File: src/rtl/dmem_mmio_responder.sv
// Data-port responder: word-addressed RAM plus a small MMIO block holding a
// free-running timer with compare/match flag, interrupt output and GPIO register.
module dmem_mmio_responder #(
  parameter int unsigned DEPTH     = 64,
  parameter logic [31:0] MMIO_BASE = 32'hFFFF_FF00
) (
  input  logic        Clk,
  input  logic        reset,
  input  logic        MemWrite,
  input  logic [31:0] ALUResult,
  input  logic [31:0] WriteData,
  output logic [31:0] ReadData,
  output logic [31:0] GpioOut,
  output logic        Irq
);

  localparam int unsigned AW        = $clog2(DEPTH);
  localparam logic [31:0] RAM_BYTES = 32'(DEPTH * 4);

  localparam logic [5:0] OFF_TIMER  = 6'h00;
  localparam logic [5:0] OFF_CMP    = 6'h01;
  localparam logic [5:0] OFF_CTRL   = 6'h02;
  localparam logic [5:0] OFF_STATUS = 6'h03;
  localparam logic [5:0] OFF_GPIO   = 6'h04;

  logic [31:0] mem_q [DEPTH];

  logic [31:0] timer_q, timer_d;
  logic [31:0] cmp_q, cmp_d;
  logic [1:0]  ctrl_q, ctrl_d;
  logic        flag_q, flag_d;
  logic [31:0] gpio_q, gpio_d;

  logic          ram_hit;
  logic          mmio_hit;
  logic [5:0]    reg_off;
  logic [AW-1:0] word_idx;

  logic ram_we;
  logic timer_we;
  logic cmp_we;
  logic ctrl_we;
  logic status_we;
  logic gpio_we;
  logic match;

  assign ram_hit  = (ALUResult < RAM_BYTES);
  assign mmio_hit = (ALUResult[31:8] == MMIO_BASE[31:8]);
  assign reg_off  = ALUResult[7:2];
  assign word_idx = ALUResult[AW+1:2];

  assign ram_we    = MemWrite && ram_hit;
  assign timer_we  = MemWrite && mmio_hit && (reg_off == OFF_TIMER);
  assign cmp_we    = MemWrite && mmio_hit && (reg_off == OFF_CMP);
  assign ctrl_we   = MemWrite && mmio_hit && (reg_off == OFF_CTRL);
  assign status_we = MemWrite && mmio_hit && (reg_off == OFF_STATUS);
  assign gpio_we   = MemWrite && mmio_hit && (reg_off == OFF_GPIO);

  // A software TIMER write suppresses both counting and match evaluation.
  assign match = !timer_we && ctrl_q[0] && (timer_q == cmp_q);

  // RAM has no reset: contents survive a reset pulse.
  always_ff @(posedge Clk) begin
    if (ram_we) begin
      mem_q[word_idx] <= WriteData;
    end
  end

  always_comb begin
    timer_d = timer_q;
    cmp_d   = cmp_q;
    ctrl_d  = ctrl_q;
    flag_d  = flag_q;
    gpio_d  = gpio_q;

    if (timer_we) begin
      timer_d = WriteData;
    end else if (match) begin
      timer_d = '0;
    end else if (ctrl_q[0]) begin
      timer_d = timer_q + 32'd1;
    end

    if (cmp_we) begin
      cmp_d = WriteData;
    end
    if (ctrl_we) begin
      ctrl_d = WriteData[1:0];
    end
    if (gpio_we) begin
      gpio_d = WriteData;
    end

    // Clear first so that a same-edge match takes precedence.
    if (status_we && WriteData[0]) begin
      flag_d = 1'b0;
    end
    if (match) begin
      flag_d = 1'b1;
    end
  end

  always_ff @(posedge Clk or posedge reset) begin
    if (reset) begin
      timer_q <= '0;
      cmp_q   <= 32'hFFFF_FFFF;
      ctrl_q  <= '0;
      flag_q  <= 1'b0;
      gpio_q  <= '0;
    end else begin
      timer_q <= timer_d;
      cmp_q   <= cmp_d;
      ctrl_q  <= ctrl_d;
      flag_q  <= flag_d;
      gpio_q  <= gpio_d;
    end
  end

  always_comb begin
    ReadData = '0;
    if (ram_hit) begin
      ReadData = mem_q[word_idx];
    end else if (mmio_hit) begin
      case (reg_off)
        OFF_TIMER:  ReadData = timer_q;
        OFF_CMP:    ReadData = cmp_q;
        OFF_CTRL:   ReadData = {30'd0, ctrl_q};
        OFF_STATUS: ReadData = {31'd0, flag_q};
        OFF_GPIO:   ReadData = gpio_q;
        default:    ReadData = '0;
      endcase
    end
  end

  assign GpioOut = gpio_q;
  assign Irq     = flag_q && ctrl_q[1];

endmodule
File: config.mk
export PLATFORM = sky130hd
export DESIGN_NAME = dmem_mmio_responder
export DESIGN_NICKNAME = d
export VERILOG_FILES = /design/src/rtl/dmem_mmio_responder.sv
export SDC_FILE = /design/constraint.sdc
export NUM_CORES = 2
export LEC_CHECK = 0
export ABC_AREA = 1
export BUFFER_PORTS_ARGS = -buffer_cell sky130_fd_sc_hd__buf_2
export CAP_MARGIN = 20
export CELL_PAD_IN_SITES_DETAIL_PLACEMENT = 0
export CELL_PAD_IN_SITES_GLOBAL_PLACEMENT = 1
export CORE_MARGIN = 10
export CORE_UTILIZATION = 30
export CTS_CLUSTER_DIAMETER = 80
export DETAILED_ROUTE_END_ITERATION = 7
export PLACE_DENSITY_LB_ADDON = 0.1
export SLEW_MARGIN = 20
export SYNTH_ARGS = -nofsm -noshare
export SYNTH_HDL_FRONTEND = slang
export SYNTH_SLANG_ARGS = --single-unit
File: constraint.sdc
create_clock -name Clk -period 3.9 [get_ports Clk]
set_input_delay 0.78 -clock Clk [delete_from_list [all_inputs] [get_ports Clk]]
set_output_delay 0.78 -clock Clk [all_outputs]
set_load 0.01 [all_outputs]
==> reports/qor.yml <==
met3_length_mm: 14.8
fin_crit_sh_pct: 99.0
pwr-share-comb_pct: 6.5
grtUsageTotal_pct: 19.4
p_int_uw: 39900
start_util_pct: 30.2
p_seq_share_pct: 48.4
ff2ff_path_depth: 10
fin_area_um2: 116000
synth-seq-cells: 2147
syn_avg_cell_area_um2: 9.89
endpoint_kind: "output pin"
die_h_um: 581
r2r-start: "timer_q[0]"
dpl_worst_slack_ns: -0.709
fill_cells: 30840
root_buffer: "clkbuf_16"
required_ns: 3.12
synth_nets: 9619
ctsHtreeMaxLevel: 5
p_leak_uw: 0.0507
finalCriticalPeriod_ns: 3.86
vias: 65482
yosys_warnings: 0
grt_pass1_wl_mm: 476
wirelength_met1_mm: 159
p_switching_uw: 12300
grt_max_degree: 67
io-pin-count: 132
ant_nets: 0
synth_common_cells: "3035 x nand2_1, 2048 x edfxtp_1, 1939 x inv_1"
core.rowCount: 205
ys.flop_type: "edfxtp_1"
worstMarginPinSlew_ns: 1.14
utilization_pct: 37.3
final_layout_size_suffix_gt1_share_pct: 14.5
min_path_type: "input pin to flop"
core_area_um2: 313000
routed_via_density: 4.48
synth_cells: 9551
fp.dieW_um: 581
top_layer_used: "met5"
setup_ws_ns: 0.0398
grt_pass1_vias: 63090
path_clk_slew_ns: 0.05
seqCellArea_um2: 64000
p_per_area_nw_per_um2: 448
drc: 0
synth_most_common_cell: "nand2_1"
crit_start: "ALUResult[2]"
hold_viol_final: 0
relSlewSlack_pct: 23.8
ir_worst_vdd_v: 0.000328
synth_area_leaders: "edfxtp_1 65%, nand2_1 12%, inv_1 7.7%"
overflow: 0
syn-cell-area_um2: 94500
synth_top_area_share_pct: 65.1
areaGrowthSynthToFinish_pct: 23.3
layout.nets: 10344
multi_input_area_um2: 22200
yosysUniqueCellTypes: 28
dieArea_um2: 338000
routed_wl_mm: 343
cap_violations: 0
gp_congestion: 0.827
finClkSkew_ns: 0.0334
cp-endpoint: "ReadData[8]"
start_kind: "input pin"
cts_made_buffers: 267
ys_seq_area_share_pct: 67.8
drt-pass1-iter-count: 5
cts_buffer_depth: 4
cts_tree: "yes"
clock_latency_ns: 0.89
post-dp-hpwl_mm: 212
antenna_found_initial: 23
rsz0062_at_grt: "yes"
clock.fmax_mhz: 259
drtIter0Drc: 5134
slew_violations: 0
critPathArrivalTime_ns: 3.08
switching_share_pct: 23.6
wl_per_cell_um: 23.4
yosysTopAreaCell: "edfxtp_1"
io_buffers: 129
r2r_setup_slack_ns: 1.47
synth_edf_count: 2048
status: "finished clean"
r2r_end: "timer_q[30]"
clkPwrFrac_pct: 45.0
path_class: "input pin to output pin"
setup_tns_ns: 0
clock_sinks: 2147
holdWs_ns: 0.411
met2_length_mm: 161
cp_max_fo: 19
postSynth.asyncResetShare_pct: 4.61
final-setup-viol-count: 0
placed_area_um2: 107000
cells by family after synthesis:
kind of cell               synth area share [%]
AOI/OAI and AO/OA                          2.29
xor gates and xnor gates                  0.306
adders and majority gates                0.0132
buffers and inverters                      9.70
DFF                                        67.8
and+or+nand+nor                            19.9
final cells by class:
class	instances	share of cell area, %
sequential	2147	55.0
multi-input combinational	5045	19.0
timing repair buffer	863	8.26
inverter	1950	6.31
clock buffer	345	6.13
tap	4140	4.45
clock inverter	124	0.817
antenna	13	0.0279
timing repair inverter	2	0.0193
per-stage QoR:
| stage | total power, uW | cells |
|---|---|---|
| after floorplan | 26900 | 9551 |
| after global placement | 29000 | 14104 |
| after detailed placement | 29000 | 14104 |
| after CTS | 52800 | 14591 |
| after global routing | 54000 | 14617 |
| final | 52200 | 14629 |
timing repair:
item                                    in CTS  in global routing
endpoints found under the hold margin       34                  0
buffers inserted                             7                 12
endpoints found under the setup margin      32                 32
pin swaps                                    1                 20
gates resized for setup                    145                 90
cloned                                      10                 13
hold buffers                                 1                  0
power groups by stage:
stage	clock network (uW)	registers, uW	logic [uW]
after floorplan	0	25700	1160
after global placement	0	25700	3270
after detailed placement	0	25700	3270
after CTS	24200	25200	3400
after global routing	25100	25200	3700
final	23500	25200	3410
layout by cell type (no fill, tap or decap), types with 15 or more instances in the layout:
| master | netlist | layout |
|---|---|---|
| nor2_1 | 469 | 388 |
| xnor2_1 | 17 | 17 |
| inv_1 | 1939 | 1938 |
| nand4_1 | 19 | 19 |
| or2_2 | 100 | 100 |
| edfxtp_1 | 2048 | 2048 |
| o21ai_2 | 0 | 17 |
| clkinv_2 | 0 | 37 |
| buf_2 | 235 | 104 |
| nor3_1 | 22 | 15 |
| o21ai_0 | 262 | 206 |
| buf_6 | 0 | 31 |
| buf_12 | 0 | 190 |
| clkinv_1 | 0 | 55 |
| clkbuf_1 | 136 | 69 |
| xor2_1 | 16 | 16 |
| nor2_4 | 0 | 74 |
| buf_16 | 0 | 26 |
| nand2_2 | 0 | 51 |
| o211ai_1 | 49 | 49 |
| buf_4 | 3 | 489 |
| dfrtp_1 | 67 | 67 |
| nand2_1 | 3035 | 2979 |
| clkbuf_16 | 0 | 287 |
| nand3_1 | 953 | 953 |
| dfstp_2 | 32 | 32 |
| o21ai_1 | 93 | 131 |
worst min-delay path by stage:
stage	to	depth (start not counted)	slack, ns	start
after floorplan	cmp_q[14]	2	0.46	cmp_q[14]
after global placement	cmp_q[15]	2	0.47	cmp_q[15]
after detailed placement	cmp_q[18]	2	0.48	cmp_q[18]
after CTS	mem_q[18][14]	1	0.35	WriteData[14]
after global routing	mem_q[18][14]	1	0.39	WriteData[14]
final	mem_q[18][14]	1	0.41	WriteData[14]
sequential cells by signal, indices dropped and copies added, names as in the netlist:
name	cells
cmp_q	32
GpioOut	32
ctrl_q	2
flag_q	1
mem_q	2048
timer_q	32
critical path, cell delays in order:
cell and delay, ns:
buf_16 0.14, inv_16 0.09, buf_16 0.19, buf_16 0.21, or2_2 0.28, nand2_1 0.07
nand2_1 0.09, o21ai_0 0.17, buf_4 0.17, nand2_1 0.07, nor2_2 0.16, buf_12 0.16
nand2_2 0.12, nand2_1 0.09, nand2_1 0.05, buf_2 0.14
layer usage:
metal / GRT usage [%] / up-vias
li1: - / 31744
met1: 27.3 / 32065
met2: 32.2 / 1304
met3: 2.26 / 367
met4: 4.30 / 2
met5: 0 / -
No activity file was read; power rests on OpenSTA's default activity.
